**config.mk**
```make
export PLATFORM = sky130hd
export DESIGN_NAME = exec_sequencer
export DESIGN_NICKNAME = d
export VERILOG_FILES = /design/src/rtl/exec_sequencer_pkg.sv /design/src/rtl/exec_sequencer_md_wait_counter.sv /design/src/rtl/exec_sequencer.sv
export SDC_FILE = /design/constraint.sdc
export NUM_CORES = 1
export LEC_CHECK = 0
export ABC_AREA = 1
export ABC_CLOCK_PERIOD_IN_PS = 4150
export CORE_MARGIN = 10
export CORE_UTILIZATION = 47
export CTS_CLUSTER_SIZE = 10
export DETAILED_ROUTE_END_ITERATION = 7
export PLACE_DENSITY = 0.86
export SLEW_MARGIN = 20
export SYNTH_ARGS = -nofsm -noshare
export SYNTH_HDL_FRONTEND = slang
export SYNTH_SLANG_ARGS = --single-unit
```
**constraint.sdc**
```tcl
create_clock -name clock -period 4.15 [get_ports clock]
set_input_delay 0.6225 -clock clock [delete_from_list [all_inputs] [get_ports clock]]
set_output_delay 0.6225 -clock clock [all_outputs]
set_load 0.1 [all_outputs]
```
**src/rtl/exec_sequencer_pkg.sv**
```systemverilog
// Shared types and constants for the execution sequencer: state encoding,
// instruction field layout, opcode/alu_op values, rstatus codes, wr_sel values.
// Also provides the instruction decode helper used by the sequencer.
package exec_sequencer_pkg;

  typedef enum logic [2:0] {
    ST_FETCH   = 3'd0,
    ST_DECODE  = 3'd1,
    ST_EXEC    = 3'd2,
    ST_MD_WAIT = 3'd3,
    ST_WB      = 3'd4
  } state_t;

  localparam int         MD_TIMEOUT_DEF  = 40;
  localparam logic [4:0] RSTATUS_REG_DEF = 5'd30;

  localparam logic [4:0] OP_RTYPE = 5'b00000;
  localparam logic [4:0] OP_ADDI  = 5'b00101;

  localparam logic [4:0] ALU_ADD = 5'b00000;
  localparam logic [4:0] ALU_SUB = 5'b00001;
  localparam logic [4:0] ALU_AND = 5'b00010;
  localparam logic [4:0] ALU_OR  = 5'b00011;
  localparam logic [4:0] ALU_SLL = 5'b00100;
  localparam logic [4:0] ALU_SRA = 5'b00101;
  localparam logic [4:0] ALU_MUL = 5'b00110;
  localparam logic [4:0] ALU_DIV = 5'b00111;

  localparam logic [2:0] CODE_ADD  = 3'd1;
  localparam logic [2:0] CODE_ADDI = 3'd2;
  localparam logic [2:0] CODE_SUB  = 3'd3;
  localparam logic [2:0] CODE_MUL  = 3'd4;
  localparam logic [2:0] CODE_DIV  = 3'd5;
  localparam logic [2:0] CODE_TMO  = 3'd6;

  localparam logic [1:0] WR_SEL_ALU     = 2'd0;
  localparam logic [1:0] WR_SEL_MD      = 2'd1;
  localparam logic [1:0] WR_SEL_RSTATUS = 2'd2;

  // Only the instruction fields the sequencer needs are kept in the IR copy.
  typedef struct packed {
    logic [4:0] opcode;   // instr[31:27]
    logic [4:0] rd;       // instr[26:22]
    logic [4:0] alu_op;   // instr[6:2]
  } ir_t;

  typedef struct packed {
    logic       writes;    // supported instruction that produces an Rd result
    logic       is_addi;
    logic       is_md;     // mul or div
    logic       is_div;
    logic       ovf_chk;   // add/addi/sub honour alu_overflow
    logic [2:0] ovf_code;
    logic [4:0] rd;
  } dec_t;

  typedef struct packed {
    logic        ir_en;
    logic        pc_en;
    logic        md_start;
    logic        md_is_div;
    logic        alu_src_imm;
    logic        rf_we;
    logic [4:0]  rf_wr_addr;
    logic [1:0]  wr_sel;
    logic [31:0] rstatus_val;
    logic        busy;
  } out_t;

  function automatic dec_t decode_ir(input ir_t ir);
    dec_t d;
    d    = '0;
    d.rd = ir.rd;
    if (ir.opcode == OP_ADDI) begin
      d.writes   = 1'b1;
      d.is_addi  = 1'b1;
      d.ovf_chk  = 1'b1;
      d.ovf_code = CODE_ADDI;
    end else if (ir.opcode == OP_RTYPE) begin
      case (ir.alu_op)
        ALU_ADD: begin
          d.writes   = 1'b1;
          d.ovf_chk  = 1'b1;
          d.ovf_code = CODE_ADD;
        end
        ALU_SUB: begin
          d.writes   = 1'b1;
          d.ovf_chk  = 1'b1;
          d.ovf_code = CODE_SUB;
        end
        ALU_AND, ALU_OR, ALU_SLL, ALU_SRA: d.writes = 1'b1;
        ALU_MUL: begin
          d.writes = 1'b1;
          d.is_md  = 1'b1;
        end
        ALU_DIV: begin
          d.writes = 1'b1;
          d.is_md  = 1'b1;
          d.is_div = 1'b1;
        end
        default: d = '0;  // unsupported alu_op behaves as NOP
      endcase
    end
    return d;
  endfunction

endpackage

```
**src/rtl/exec_sequencer_md_wait_counter.sv**
```systemverilog
// Purpose: counts cycles spent waiting on the mult/div unit; flags terminal count.
// Latency: tc is a decode of the registered count (asserts in the MD_TIMEOUT-th wait cycle).
// Backpressure: none; clear has priority over enable.
// Ports: clock, reset (sync active-low), clear, enable, tc (count == MD_TIMEOUT-1).
module md_wait_counter #(
  parameter int MD_TIMEOUT = 40
) (
  input  logic clock,
  input  logic reset,
  input  logic clear,
  input  logic enable,
  output logic tc
);

  localparam int CW = (MD_TIMEOUT > 2) ? $clog2(MD_TIMEOUT) : 1;

  logic [CW-1:0] count_q;

  always_ff @(posedge clock) begin
    if (!reset) begin
      count_q <= '0;
    end else if (clear) begin
      count_q <= '0;
    end else if (enable) begin
      count_q <= count_q + CW'(1);
    end
  end

  assign tc = (count_q == CW'(MD_TIMEOUT - 1));

endmodule

```
**src/rtl/exec_sequencer.sv**
```systemverilog
// Purpose: multi-cycle FETCH/DECODE/EXEC/[MD_WAIT]/WB control FSM; drives IR/PC strobes,
//   RF write control, mult/div start and rstatus exception writes.
// Latency: 4 cycles per ALU/addi/NOP instruction; mul/div add the MD_WAIT cycles.
// Backpressure: stall holds the FSM in FETCH; md_ready (or timeout) releases MD_WAIT.
// Ports: clock, reset (sync active-low), stall, instruction, alu_overflow, md_ready,
//   md_exception in; ir_en, pc_en, md_start, md_is_div, alu_src_imm, rf_we, rf_wr_addr,
//   wr_sel, rstatus_val, busy out (all registered).
module exec_sequencer
  import exec_sequencer_pkg::*;
#(
  parameter int         MD_TIMEOUT  = MD_TIMEOUT_DEF,
  parameter logic [4:0] RSTATUS_REG = RSTATUS_REG_DEF
) (
  input  logic        clock,
  input  logic        reset,
  input  logic        stall,
  input  logic [31:0] instruction,
  input  logic        alu_overflow,
  input  logic        md_ready,
  input  logic        md_exception,
  output logic        ir_en,
  output logic        pc_en,
  output logic        md_start,
  output logic        md_is_div,
  output logic        alu_src_imm,
  output logic        rf_we,
  output logic [4:0]  rf_wr_addr,
  output logic [1:0]  wr_sel,
  output logic [31:0] rstatus_val,
  output logic        busy
);

  state_t     state_q, state_d;
  ir_t        ir_q, ir_d;
  dec_t       dec;
  out_t       out_q, out_d;
  logic       md_clr, md_en, md_tc;
  logic       wb_exc;
  logic [2:0] wb_code;
  logic       unused_instr_bits;

  assign unused_instr_bits = ^{instruction[21:7], instruction[1:0]};

  // State register; outputs are registered alongside so they line up with the state.
  always_ff @(posedge clock) begin
    if (!reset) begin
      state_q <= ST_FETCH;
      ir_q    <= '0;
      out_q   <= '0;
    end else begin
      state_q <= state_d;
      ir_q    <= ir_d;
      out_q   <= out_d;
    end
  end

  // IR copy is taken while in DECODE; decoding the incoming word directly in
  // that cycle lets the EXEC outputs be registered on the DECODE->EXEC edge.
  always_comb begin
    ir_d = ir_q;
    if (state_q == ST_DECODE) begin
      ir_d = '{opcode: instruction[31:27], rd: instruction[26:22], alu_op: instruction[6:2]};
    end
  end

  assign dec = decode_ir(ir_d);

  assign md_clr = (state_q == ST_EXEC);
  assign md_en  = (state_q == ST_MD_WAIT);

  md_wait_counter #(
    .MD_TIMEOUT(MD_TIMEOUT)
  ) u_md_wait_counter (
    .clock (clock),
    .reset (reset),
    .clear (md_clr),
    .enable(md_en),
    .tc    (md_tc)
  );

  // Next-state logic.
  always_comb begin
    state_d = state_q;
    case (state_q)
      ST_FETCH:   if (!stall) state_d = ST_DECODE;
      ST_DECODE:  state_d = ST_EXEC;
      ST_EXEC:    state_d = dec.is_md ? ST_MD_WAIT : ST_WB;
      ST_MD_WAIT: if (md_ready || md_tc) state_d = ST_WB;
      ST_WB:      state_d = ST_FETCH;
      default:    state_d = ST_FETCH;
    endcase
  end

  // Exception resolution for the WB about to be entered. From MD_WAIT, a
  // ready result takes precedence over a coincident timeout.
  always_comb begin
    wb_exc  = 1'b0;
    wb_code = '0;
    if (state_q == ST_MD_WAIT) begin
      if (md_ready) begin
        wb_exc  = md_exception;
        wb_code = dec.is_div ? CODE_DIV : CODE_MUL;
      end else begin
        wb_exc  = 1'b1;
        wb_code = CODE_TMO;
      end
    end else begin
      wb_exc  = dec.ovf_chk && alu_overflow;
      wb_code = dec.ovf_code;
    end
  end

  // Output values for the state being entered.
  always_comb begin
    out_d      = '0;
    out_d.busy = (state_d != ST_FETCH);
    case (state_d)
      ST_DECODE: out_d.ir_en = 1'b1;
      ST_EXEC: begin
        out_d.alu_src_imm = dec.is_addi;
        out_d.md_start    = dec.is_md;
        out_d.md_is_div   = dec.is_div;
      end
      ST_MD_WAIT: out_d.md_is_div = dec.is_div;
      ST_WB: begin
        out_d.pc_en       = 1'b1;
        // addi result is still on the ALU output during WB, so keep the imm operand selected.
        out_d.alu_src_imm = dec.is_addi;
        if (wb_exc) begin
          out_d.rf_we       = 1'b1;
          out_d.rf_wr_addr  = RSTATUS_REG;
          out_d.wr_sel      = WR_SEL_RSTATUS;
          out_d.rstatus_val = {29'd0, wb_code};
        end else if (dec.writes && (dec.rd != 5'd0)) begin
          out_d.rf_we      = 1'b1;
          out_d.rf_wr_addr = dec.rd;
          out_d.wr_sel     = dec.is_md ? WR_SEL_MD : WR_SEL_ALU;
        end
      end
      default: out_d.busy = (state_d != ST_FETCH);
    endcase
  end

  assign ir_en       = out_q.ir_en;
  assign pc_en       = out_q.pc_en;
  assign md_start    = out_q.md_start;
  assign md_is_div   = out_q.md_is_div;
  assign alu_src_imm = out_q.alu_src_imm;
  assign rf_we       = out_q.rf_we;
  assign rf_wr_addr  = out_q.rf_wr_addr;
  assign wr_sel      = out_q.wr_sel;
  assign rstatus_val = out_q.rstatus_val;
  assign busy        = out_q.busy;

endmodule
```
==> summary.md <==
| Metric | Value |
|---|---|
| Routed len/inst | `11.6 um` |
| TritonCTS Buffers | `5` |
| CP Buf/Inv Count | `1` |
| Setup TNS Final | `0 ps` |
| Register area share after synthesis | `38.8%` |
| Setup-failing EPs final | `0` |
| Measured slew at the worst slew-check pin | `977 ps` |
| Yosys reg bits | `41` |
| WL final | `4.28 mm` |
| CP max FO | `1` |
| Layout cells sized above 1 | `16.7%` |
| RSZ-0062 raised after global routing | `no` |
| Io pins | `84` |
| CP startpoint kind | `flop` |
| Synth warn | `0` |
| Initial antenna violation count | `0` |
| Root buffer cell | `clkbuf_8` |
| Most frequent cells in the layout | `41 x nand2_1, 41 x dfxtp_1, 37 x clkdlybuf4s50_1` |
| Vias per inst | `4.43` |
| Clk slew on worst S/H paths | `80 ps` |
| Worst vdd ir | `0.222 mV` |
| Antenna Violating Nets Remaining | `0` |
| # nets final | `355` |
| Worst path cell trace | `clkdlybuf4s50_1` |
| Largest net degree at the start of global routing | `26` |
| Lkg Pwr | `1.16 nW` |
| HPWL Detailed | `3.39 mm` |
| Hold Fails Final Rpt | `0` |
| Area of the multi-input gates | `967 um2` |
| FFs w/ async S/R, synth | `0%` |
| Register area | `821 um2` |
| Max Transition Viols Final | `0` |
| CTS tree | `done` |
| Peak Freq | `418 MHz` |
| Number of diodes | `0` |
| Worst min-delay path class | `flop to flop` |
| RD Place Congestion | `0.775` |
| Crit path arrival time | `1770 ps` |
| Die area | `7580 um2` |
| Fillers | `418` |
| Clock sink count | `41` |
| Post-Syn Area | `2110 um2` |
| GRT overflow | `0` |
| Final Cycle Share | `57.7%` |
| Worst endpoint required time | `3530 ps` |
| Slowest CP cell | `clkdlybuf4s50_1` |
| Total power | `0.00100 W` |
| Worst slew margin | `34.7%` |
| Hold path start | `ir_q[9]$_SDFF_PN0_` |
| Cell variety after synth | `35` |
| Min Clock Period, post-route | `2390 ps` |
| Post-Synthesis Cells | `277` |
| Synth-to-layout area growth | `17.9%` |
| Hold buffers post-CTS | `0` |
| Reg-to-Reg Start | `state_q[2]$_SDFF_PN0_` |
| First-pass GRT wire length | `7.09 mm` |
| Max Buffers Root-to-Sink | `2` |
| Post-synth EDFFs | `0` |
| Postcts setup bufs | `0` |
| Vias in the first global route | `1616` |
| Pwr dens | `402 nW/um2` |
| Tot GR Track Use | `11.6%` |
| CP peak stage delay | `1130 ps` |
| Initial core utilization | `48.5%` |
| Die span in x | `87.1 um` |
| Crit path from | `busy$_SDFF_PN0_` |
| Port Buf Inserts | `37` |
| Core area | `4350 um2` |
| Post-cts resize count | `0` |
| Dpl cells | `361` |
| Total number of vias | `1635` |
| Most used DFF post-synth | `dfxtp_1` |
| Worst Setup End Kind | `output pin` |
| Status | `finished, final reports clean` |
| Finished Layout Cells | `369` |
| DR pass1 iterations | `4` |
| # DRC | `0` |
| H-tree levels | `2` |
| Drt first-iter violations | `79` |
| Crit-path leading delay family | `buffers and inverters` |
| Die Ht | `87.1 um` |
| MaxCap Viol Count | `0` |
| Critical path class | `flop to output pin` |
| Syn avg cell area | `7.63 um2` |
| Std-Cell Rows | `24` |
| Clk_lat worst skew | `300 ps` |
| Skew final | `10.9 ps` |
## synthesized netlist by cell type, types with 2 or more instances
cell     number  share of area [%]
buf_4        29                 10
o21ai_1       2               0.47
nand3_1      15                3.6
nor3_1        4               0.95
nor2_1       29                5.2
a21oi_1      12                2.8
inv_2         9                1.6
inv_1        36                6.4
nor2_2        4                1.2
nor2_4        5                2.7
nand2_2      14                4.1
nand2_4       4                2.1
nand3_2       2               0.95
dfxtp_1      41                 39
o21ai_4       2                1.5
nand4_1       3               0.89
o21a_1        2               0.71
or2_2         2               0.59
o21ai_2       2               0.83
nand2_1      41                7.3
o21ai_0       5                1.2
## where the power goes
part | switching, W | total [W] | internal (W)
combinational | 0.000242 | 0.000310 | 0.0000685
sequential | 0.00000572 | 0.000414 | 0.000409
clock | 0.000142 | 0.000277 | 0.000135
## worst register-to-register path, cell delays in order, from the launching register on
cell and delay [ps]:
dfxtp_1 360, inv_2 80, nand3_4 270, inv_2 250, nand2_2 70, nand2_2 80, inv_1 60, nand2_2 90
nor2_4 60, nand2_4 90, nand2_2 50, nand2_2 120, nand4_1 140, a21oi_1 180
## logic make-up after synthesis
logic type	share of synthesized area [%]
other cells	0.177
compound gates	8.59
fa+ha+maj	0.592
buf+inv	20.4
xor+xnor	0.829
flops	38.8
simple gates	30.6
## worst paths after layout
path,slack [ps],end,cells after the start
worst max-delay path,1760,busy,1
worst min-delay path,480,ir_q[9]$_SDFF_PN0_,2
worst max register to register,2170,rstatus_val[0]$_SDFF_PN0_,13
worst min register to register,480,ir_q[9]$_SDFF_PN0_,2
## state kept, by name (all words and copies together), names as in the netlist
name                       count
u_md_wait_counter.count_q      6
rstatus_val                    3
ir_en                          1
md_start                       1
wr_sel                         2
rf_we                          1
md_is_div                      1
pc_en                          1
ir_q                          15
state_q                        3
rf_wr_addr                     5
busy                           1
alu_src_imm                    1
## stage by stage
step	setup WS, ps	util, %	instance area, um2	hold slack, ps
finish	1760	57.2	2490	480
global placement	1980	55.0	2400	460
global route	1720	57.2	2490	511
detailed placement	1960	55.0	2400	473
CTS	1740	57.2	2490	485
floorplan	2530	-	2220	448
## area by class of cell
| class | instances | area share, % |
|---|---|---|
| Inverter | 46 | 6.93 |
| Sequential cell | 41 | 32.9 |
| Tap cell | 52 | 2.61 |
| Multi-Input combinational cell | 185 | 38.8 |
| Clock inverter | 2 | 0.552 |
| Timing Repair Buffer | 37 | 14.9 |
| Clock buffer | 6 | 3.31 |
## layer usage
layer,GRT usage [%],share of wire (%),up-vias
li1,-,-,871
met1,11.8,40,712
met2,19.5,49,44
met3,5.81,9.9,8
met4,5.01,1.9,0
met5,0,0,-
Note: power is estimated with default switching activity, not from simulation.
